==> src/rtl/delay_line_buf.sv <==
// Programmable delay line (1..MAX_DLY cycles) with per-stage valid tracking.
// Define DLY_BUF_BYPASS_EN to allow dly_sel=0 as a combinational bypass.
module delay_line_buf #(
    parameter int WIDTH   = 8,
    parameter int MAX_DLY = 16,
    localparam int DW     = $clog2(MAX_DLY + 1)
) (
    input  logic             clk,
    input  logic             rst,
    input  logic             en,
    input  logic             in_vld,
    input  logic [WIDTH-1:0] in_data,
    input  logic [DW-1:0]    dly_sel,
    output logic             out_vld,
    output logic [WIDTH-1:0] out_data,
    output logic [DW-1:0]    occ,
    output logic             err
);

    logic [MAX_DLY-1:0][WIDTH-1:0] data_q;
    logic [MAX_DLY-1:0]            vld_q;
    logic [DW-1:0]                 dly_cur;
    logic [DW-1:0]                 sel_c;
    logic                          oor;
    logic                          err_q;

    assign oor = dly_sel > DW'(MAX_DLY);
    assign err = err_q;

    always_comb begin
        sel_c = dly_sel;
        if (oor) begin
            sel_c = DW'(MAX_DLY);
        end
`ifndef DLY_BUF_BYPASS_EN
        else if (dly_sel == '0) begin
            sel_c = DW'(1);
        end
`endif
    end

    // A delay change flushes the valid bits so no sample leaves early or late.
    always_ff @(posedge clk) begin
        if (rst) begin
            data_q  <= '0;
            vld_q   <= '0;
            dly_cur <= DW'(1);
            err_q   <= 1'b0;
        end else begin
            if (oor) begin
                err_q <= 1'b1;
            end
            if (sel_c != dly_cur) begin
                dly_cur <= sel_c;
                vld_q   <= '0;
            end else if (en) begin
                data_q <= {data_q[MAX_DLY-2:0], in_data};
                vld_q  <= {vld_q[MAX_DLY-2:0], in_vld};
            end
        end
    end

    always_comb begin
        out_vld  = 1'b0;
        out_data = '0;
        occ      = '0;
        for (int i = 0; i < MAX_DLY; i++) begin
            if (dly_cur == DW'(i + 1)) begin
                out_vld  = vld_q[i];
                out_data = data_q[i];
            end
            if (DW'(i) < dly_cur) begin
                occ = occ + DW'(vld_q[i]);
            end
        end
`ifdef DLY_BUF_BYPASS_EN
        if (dly_cur == '0) begin
            out_vld  = in_vld & en;
            out_data = in_data;
        end
`endif
    end

endmodule

==> config.mk <==
export PLATFORM = sky130hd
export DESIGN_NAME = delay_line_buf
export DESIGN_NICKNAME = d
export VERILOG_FILES = /design/src/rtl/delay_line_buf.sv
export SDC_FILE = /design/constraint.sdc
export NUM_CORES = 1
export LEC_CHECK = 0
export ABC_CLOCK_PERIOD_IN_PS = 26600
export CAP_MARGIN = 10
export CORE_MARGIN = 3
export CORE_UTILIZATION = 66
export CTS_CLUSTER_SIZE = 28
export DETAILED_ROUTE_END_ITERATION = 8
export PLACE_DENSITY = 0.85
export SLEW_MARGIN = 20
export SYNTH_ARGS = -nofsm -noshare
export SYNTH_HDL_FRONTEND = slang
export SYNTH_SLANG_ARGS = --single-unit
==> constraint.sdc <==
create_clock -name clk -period 26.6 [get_ports clk]
set_input_delay 2.66 -clock clk [delete_from_list [all_inputs] [get_ports clk]]
set_output_delay 2.66 -clock clk [all_outputs]
set_load 0.05 [all_outputs]
==> flow_summary.toml, run 1 <==
[finish]
layout_commonest_cell = "nand2_1"
nets = 1109
syn2layout_area_growth_pct = 12.0
fin_area_sq_um = 9170
final_cell_mix = "314 x nand2_1, 152 x a21oi_1, 149 x dfxtp_1, 60 x nor2_1, 39 x mux2i_1"
regArea_sq_um = 3000
fin_cells = 1244
n_fill_cell = 912
drive_above_1_share_pct = 6.88
diodes = 0
multiInputGateArea_sq_um = 4910

[synth]
synth_adder_area_share_pct = 4.56
yosys.area_share.simple_pct = 24.2
yosys.cell_types.count = 68
ys_seq_area_share_pct = 36.7
synth_compound_area_share_pct = 19.6
ys_warn_count = 0
avgSynthCellArea_sq_um = 7.66
synth.mux.area_fraction_pct = 6.97
syn_area_sq_um = 8190
synthCells = 1069
async_reset_ff_share_pct = 0
synth-xor-area-share_pct = 4.45
synth_top_family_by_area = "simple AND/OR/NAND/NOR gates"
synth.area.top_cells = "dfxtp_1 37%, nand2_1 14%, a21oi_1 9.3%, mux2i_1 4.8%, ha_1 4.4%"
synth-seq-cells = 150
synth_edf_count = 0
yosysTopAreaCellShare_pct = 36.7
yosys.area.top_type = "dfxtp_1"
syn_nets = 1115
yosys_most_used_dff = "dfxtp_1"

[drt]
post_drt_wl_per_cell_um = 15.8
vias = 7462
wirelength_mm = 19.7
via_per_inst = 6.00
ant_nets = 0
drc = 0
drt_iter0_drc = 672
dr.pass1.iters = 6

[clock_network]
post-cts-setup-buffer-count = 0
cts-root-buf = "clkbuf_16"
clkTransAtPathRegs_ns = 0.06
numClockSinks = 150
tritoncts = "built"
cts.path.max_buffers = 2
hold_buffers = 0
cts_made_buffers = 17
worstSkewPairLatency_ns = 0.43
cts_resized = 0
cts_max_level = 4

[place]
dp_slack_ns = 13.24
portBuffers = 31
dp_hpwl_mm = 12.7
place_inst = 1211
routabilityCongestion = 0.862
placed_area_sq_um = 8540

[setup_path]
crit_path_end_kind = "output port"
critPathSlowestCell = "clkdlybuf4s50_1"
critPathRequiredTime_ns = 23.94
max_stage_delay_ns = 0.81
critPathKind = "register to output port"
worst_path_most_repeated_cell = "ha_1"
worst_setup_path_start_kind = "register"
crit_path_max_fanout = 25
worstPathArrival_ns = 11.24
r2r_cells = 9

[timing]
worst_slew_pin_slew_ns = 0.963
min_period_over_period_pct = 52.3
fmax_ghz = 0.0719
slew_headroom_pct = 35.8
rsz0062_at_grt = "false"
min_period_ns = 13.90
final.setup.worst_slack_ns = 12.70
finalSetupViolCount = 0
drv_slew = 0
clock-skew-final_ns = 0.00800
finalHoldViolCount = 0
setup_tns_ns = 0

[global_route]
overflow = 0
grt_usage_pct = 28.3
first_global_vias = 6836
grt_max_degree = 114
grt_pass1_wl_mm = 32.7
antenna_found_initial = 0

[pwr]
p_per_area_nw_per_um2 = 55.9
p_leak_nw = 3.37
max-vdd-ir-drop_uv = 56.0

[status]
status = "finished, final reports clean"

[die]
num_rows = 40
core_area_sq_um = 12100
dieArea_sq_um = 13800
die_w_um = 117
fp.dieH_um = 117
num_io_pins = 32
floorplan.initialDensity_pct = 67.9

[worst_hold_path]
hold_depth = 2
hold_class = "register to register"

[job]
max_cap_viol_count = 0
==> cell usage after synthesis, drive strengths merged (5+ instances only) <==
master / count
a21oi: 152
a221oi: 6
a222oi: 12
a31oi: 6
and2: 10
buf: 11
clkbuf: 57
dfxtp: 150
ha: 29
inv: 7
mux2: 16
mux2i: 39
nand2: 315
nand2b: 8
nand3: 20
nor2: 60
nor2b: 5
nor3: 14
o2111ai: 5
o21ai: 26
o22ai: 7
xnor2: 16
xnor3: 5
xor2: 9
==> registers in the layout (all words and copies together), names as in the netlist <==
register and flops:
data_q 128, dly_cur 5, err 1, vld_q 16
==> power breakdown <==
part	switching (mW)	internal, mW
sequential	0.00146	0.225
combinational	0.0276	0.0148
clock	0.0887	0.155
==> per-layer routing <==
metal | global-route usage, % | routed length (um) | vias up
met5 | 0 | 0 | -
met4 | 10.2 | 461 | 0
met3 | 5.40 | 1090 | 47
met2 | 46.7 | 9440 | 211
met1 | 37.3 | 8670 | 3481
li1 | - | - | 3723
==> metrics by stage <==
| step | hold WS [ns] | util, % | power, mW |
|---|---|---|---|
| 2_1_floorplan | 0.436 | - | 0.262 |
| 3_3_place_gp | 0.433 | 70.8 | 0.272 |
| 3_5_place_dp | 0.446 | 70.8 | 0.273 |
| 4_1_cts | 0.454 | 75.8 | 0.513 |
| 5_1_grt | 0.480 | 76.0 | 0.527 |
| 6_report | 0.453 | 76.0 | 0.513 |
==> path summary, 6_finish.rpt <==
kind / endpoint / startpoint / slack, ns
max: occ[4] / dly_cur[2] / 12.70
min: data_q[125] / data_q[125] / 0.45
max reg2reg: data_q[74] / dly_cur[0] / 23.32
min reg2reg: data_q[125] / data_q[125] / 0.45
==> layout make-up <==
cell class	instances	area share, %
Timing Repair Buffer	43	4.48
Sequential cell	150	32.8
Multi-Input combinational cell	844	53.6
Tap cell	168	2.29
Clock inverter	8	1.32
Clock buffer	24	5.26
Inverter	7	0.287
==> worst max-delay path: cells and delay by family, from the launching register on <==
family | cells | cell delay [ns]
flops | 1 | 0.55
compound gates | 12 | 2.20
buf+inv | 3 | 0.97
simple gates | 12 | 1.44
mux | 4 | 1.13
xor+xnor | 1 | 0.13
fa+ha+maj | 16 | 4.40
==> logic make-up after synthesis <==
family	Yosys count
compound gates	263
xor+xnor	31
fa+ha+maj	30
buf+inv	75
flops	150
mux	55
simple gates	465
Power figures use the tool's default switching activity.
==> run 2, diff against run 1 <==
--- a/config.mk
+++ b/config.mk
@@ -5,13 +5,13 @@
 export SDC_FILE = /design/constraint.sdc
 export NUM_CORES = 1
 export LEC_CHECK = 0
-export ABC_CLOCK_PERIOD_IN_PS = 26600
+export ABC_CLOCK_PERIOD_IN_PS = 12400
 export CAP_MARGIN = 10
 export CORE_MARGIN = 3
-export CORE_UTILIZATION = 66
+export CORE_UTILIZATION = 56
 export CTS_CLUSTER_SIZE = 28
 export DETAILED_ROUTE_END_ITERATION = 8
-export PLACE_DENSITY = 0.85
+export PLACE_DENSITY = 0.77
 export SLEW_MARGIN = 20
 export SYNTH_ARGS = -nofsm -noshare
 export SYNTH_HDL_FRONTEND = slang
==> constraint.sdc (replaced) <==
create_clock -name clk -period 12.4 [get_ports clk]
set_input_delay 1.24 -clock clk [delete_from_list [all_inputs] [get_ports clk]]
set_output_delay 1.24 -clock clk [all_outputs]
set_load 0.05 [all_outputs]
==> flow_summary.toml, run 2 (synthesized netlist as in run 1, its figures left out) <==
[finish]
largest_register = "data_q"
layout_commonest_cell = "nand2_1"
fin_cells = 1255
n_fill_cell = 1248
largestRegisters = "data_q x128, vld_q x16, dly_cur x5"
drive_above_1_share_pct = 7.07
diodes = 0
largest_reg_flops = 128
syn2layout_area_growth_pct = 11.7
final_cell_mix = "314 x nand2_1, 152 x a21oi_1, 149 x dfxtp_1, 60 x nor2_1, 39 x mux2i_1"
nets = 1109

[place]
routabilityCongestion = 0.889
dp_slack_ns = 0.909
place_inst = 1224
portBuffers = 31
dp_hpwl_mm = 13.0

[timing]
rsz0062_at_grt = "false"
clock-skew-final_ns = 0.00635
fmax_ghz = 0.0864
finalSetupViolCount = 0
min_period_over_period_pct = 93.3
drv_slew = 0
setup_tns_ns = 0
finalHoldViolCount = 0
worst_slew_pin_slew_ns = 1.05
min_period_ns = 11.57
hold_slack_ns = 0.450
final.setup.worst_slack_ns = 0.828
slew_headroom_pct = 29.7

[clock_network]
post-cts-setup-buffer-count = 0
clkTransAtPathRegs_ns = 0.06
tritoncts = "built"
cts_made_buffers = 17
worstSkewPairLatency_ns = 0.42
cts-root-buf = "clkbuf_16"
cts.path.max_buffers = 2
numClockSinks = 150
cts_max_level = 4

[pwr]
p_leak_nw = 3.38
max-vdd-ir-drop_uv = 89.4
p_per_area_nw_per_um2 = 118

[die]
core_area_sq_um = 14100
num_rows = 43
dieArea_sq_um = 16100
fp.dieH_um = 127
num_io_pins = 32
floorplan.initialDensity_pct = 58.1
die_w_um = 127

[global_route]
grt_pass1_wl_mm = 32.4
grt_max_degree = 103
antenna_found_initial = 0
grt_usage_pct = 24.3
first_global_vias = 6719
overflow = 0

[setup_path]
crit_path_end_kind = "output port"
worst_path_most_repeated_cell = "ha_1"
critPathKind = "register to output port"
max_stage_delay_ns = 0.70
crit_path_max_fanout = 32
critPathSlowestCell = "clkdlybuf4s50_1"
worst_setup_path_start_kind = "register"
critPathRequiredTime_ns = 11.16
worstPathArrival_ns = 10.33
rrSetupSlack_ns = 8.67

[drt]
vias = 7364
drt_iter0_drc = 501
wirelength_mm = 19.6
post_drt_wl_per_cell_um = 15.6
ant_nets = 0
via_per_inst = 5.87
dr.pass1.iters = 6
drc = 0

[worst_hold_path]
hold_class = "register to register"

[job]
max_cap_viol_count = 0

[status]
status = "finished, final reports clean"
## run 2: cell types whose count changed in the layout (fill, tap and decap cells not counted), sizes merged
cell and change:
clkdlybuf4s50 -2, clkinvlp +3, bufinv -1, clkinv +2, clkbuf -5, dlymetal6s2s +2
## run 2: worst paths after layout
path           endpoint  cells after the start       start
min                 err                      2         err
max              occ[1]                     44  dly_cur[4]
max reg2reg  data_q[83]                      8  dly_cur[0]
min reg2reg         err                      2         err
## run 2: per-stage QoR
step / util, % / power, mW / cell area, sq um
after floorplan: - / 0.562 / 8190
after global placement: 60.7 / 0.584 / 8560
after detailed placement: 60.7 / 0.586 / 8560
after CTS: 64.8 / 1.08 / 9130
after global routing: 64.9 / 1.11 / 9140
final: 64.9 / 1.07 / 9140
## run 2: critical path: cells and delay by family (launching register included)
kind                     cells  cell delay (ns)
adder cells (fa/ha/maj)     15             4.13
AO/OA/AOI/OAI               10             1.74
multiplexers                 5             1.37
AND/OR/NAND/NOR             10             1.28
buffers and inverters        4             1.08
flip-flops                   1             0.31
## run 2: area by class of cell
class	count	area, sq um	area share (%)
multi-input cells	844	4910	53.7
clock inverters	12	131	1.44
inverters	7	26.3	0.287
flip-flops and latches	150	3000	32.9
well taps	180	225	2.46
clock buffers	19	443	4.84
repair buffers	43	403	4.41
## run 2: layer usage
metal / share of wire [%] / global-route usage (%)
met5: 0 / 0
met4: 2.2 / 8.77
met3: 4.7 / 4.17
met2: 47 / 39.5
met1: 46 / 32.5
## run 2: power by group
group | internal (mW) | switching [mW]
Sequential | 0.484 | 0.00111
Combinational | 0.0316 | 0.0599
Clock | 0.300 | 0.199
Total | 0.815 | 0.260
## run 2: repair_timing
action | 4_1_cts | 5_1_grt
hold buffers | 0 | 0
gates resized for setup | 0 | 3
setup endpoints to repair | 0 | 3
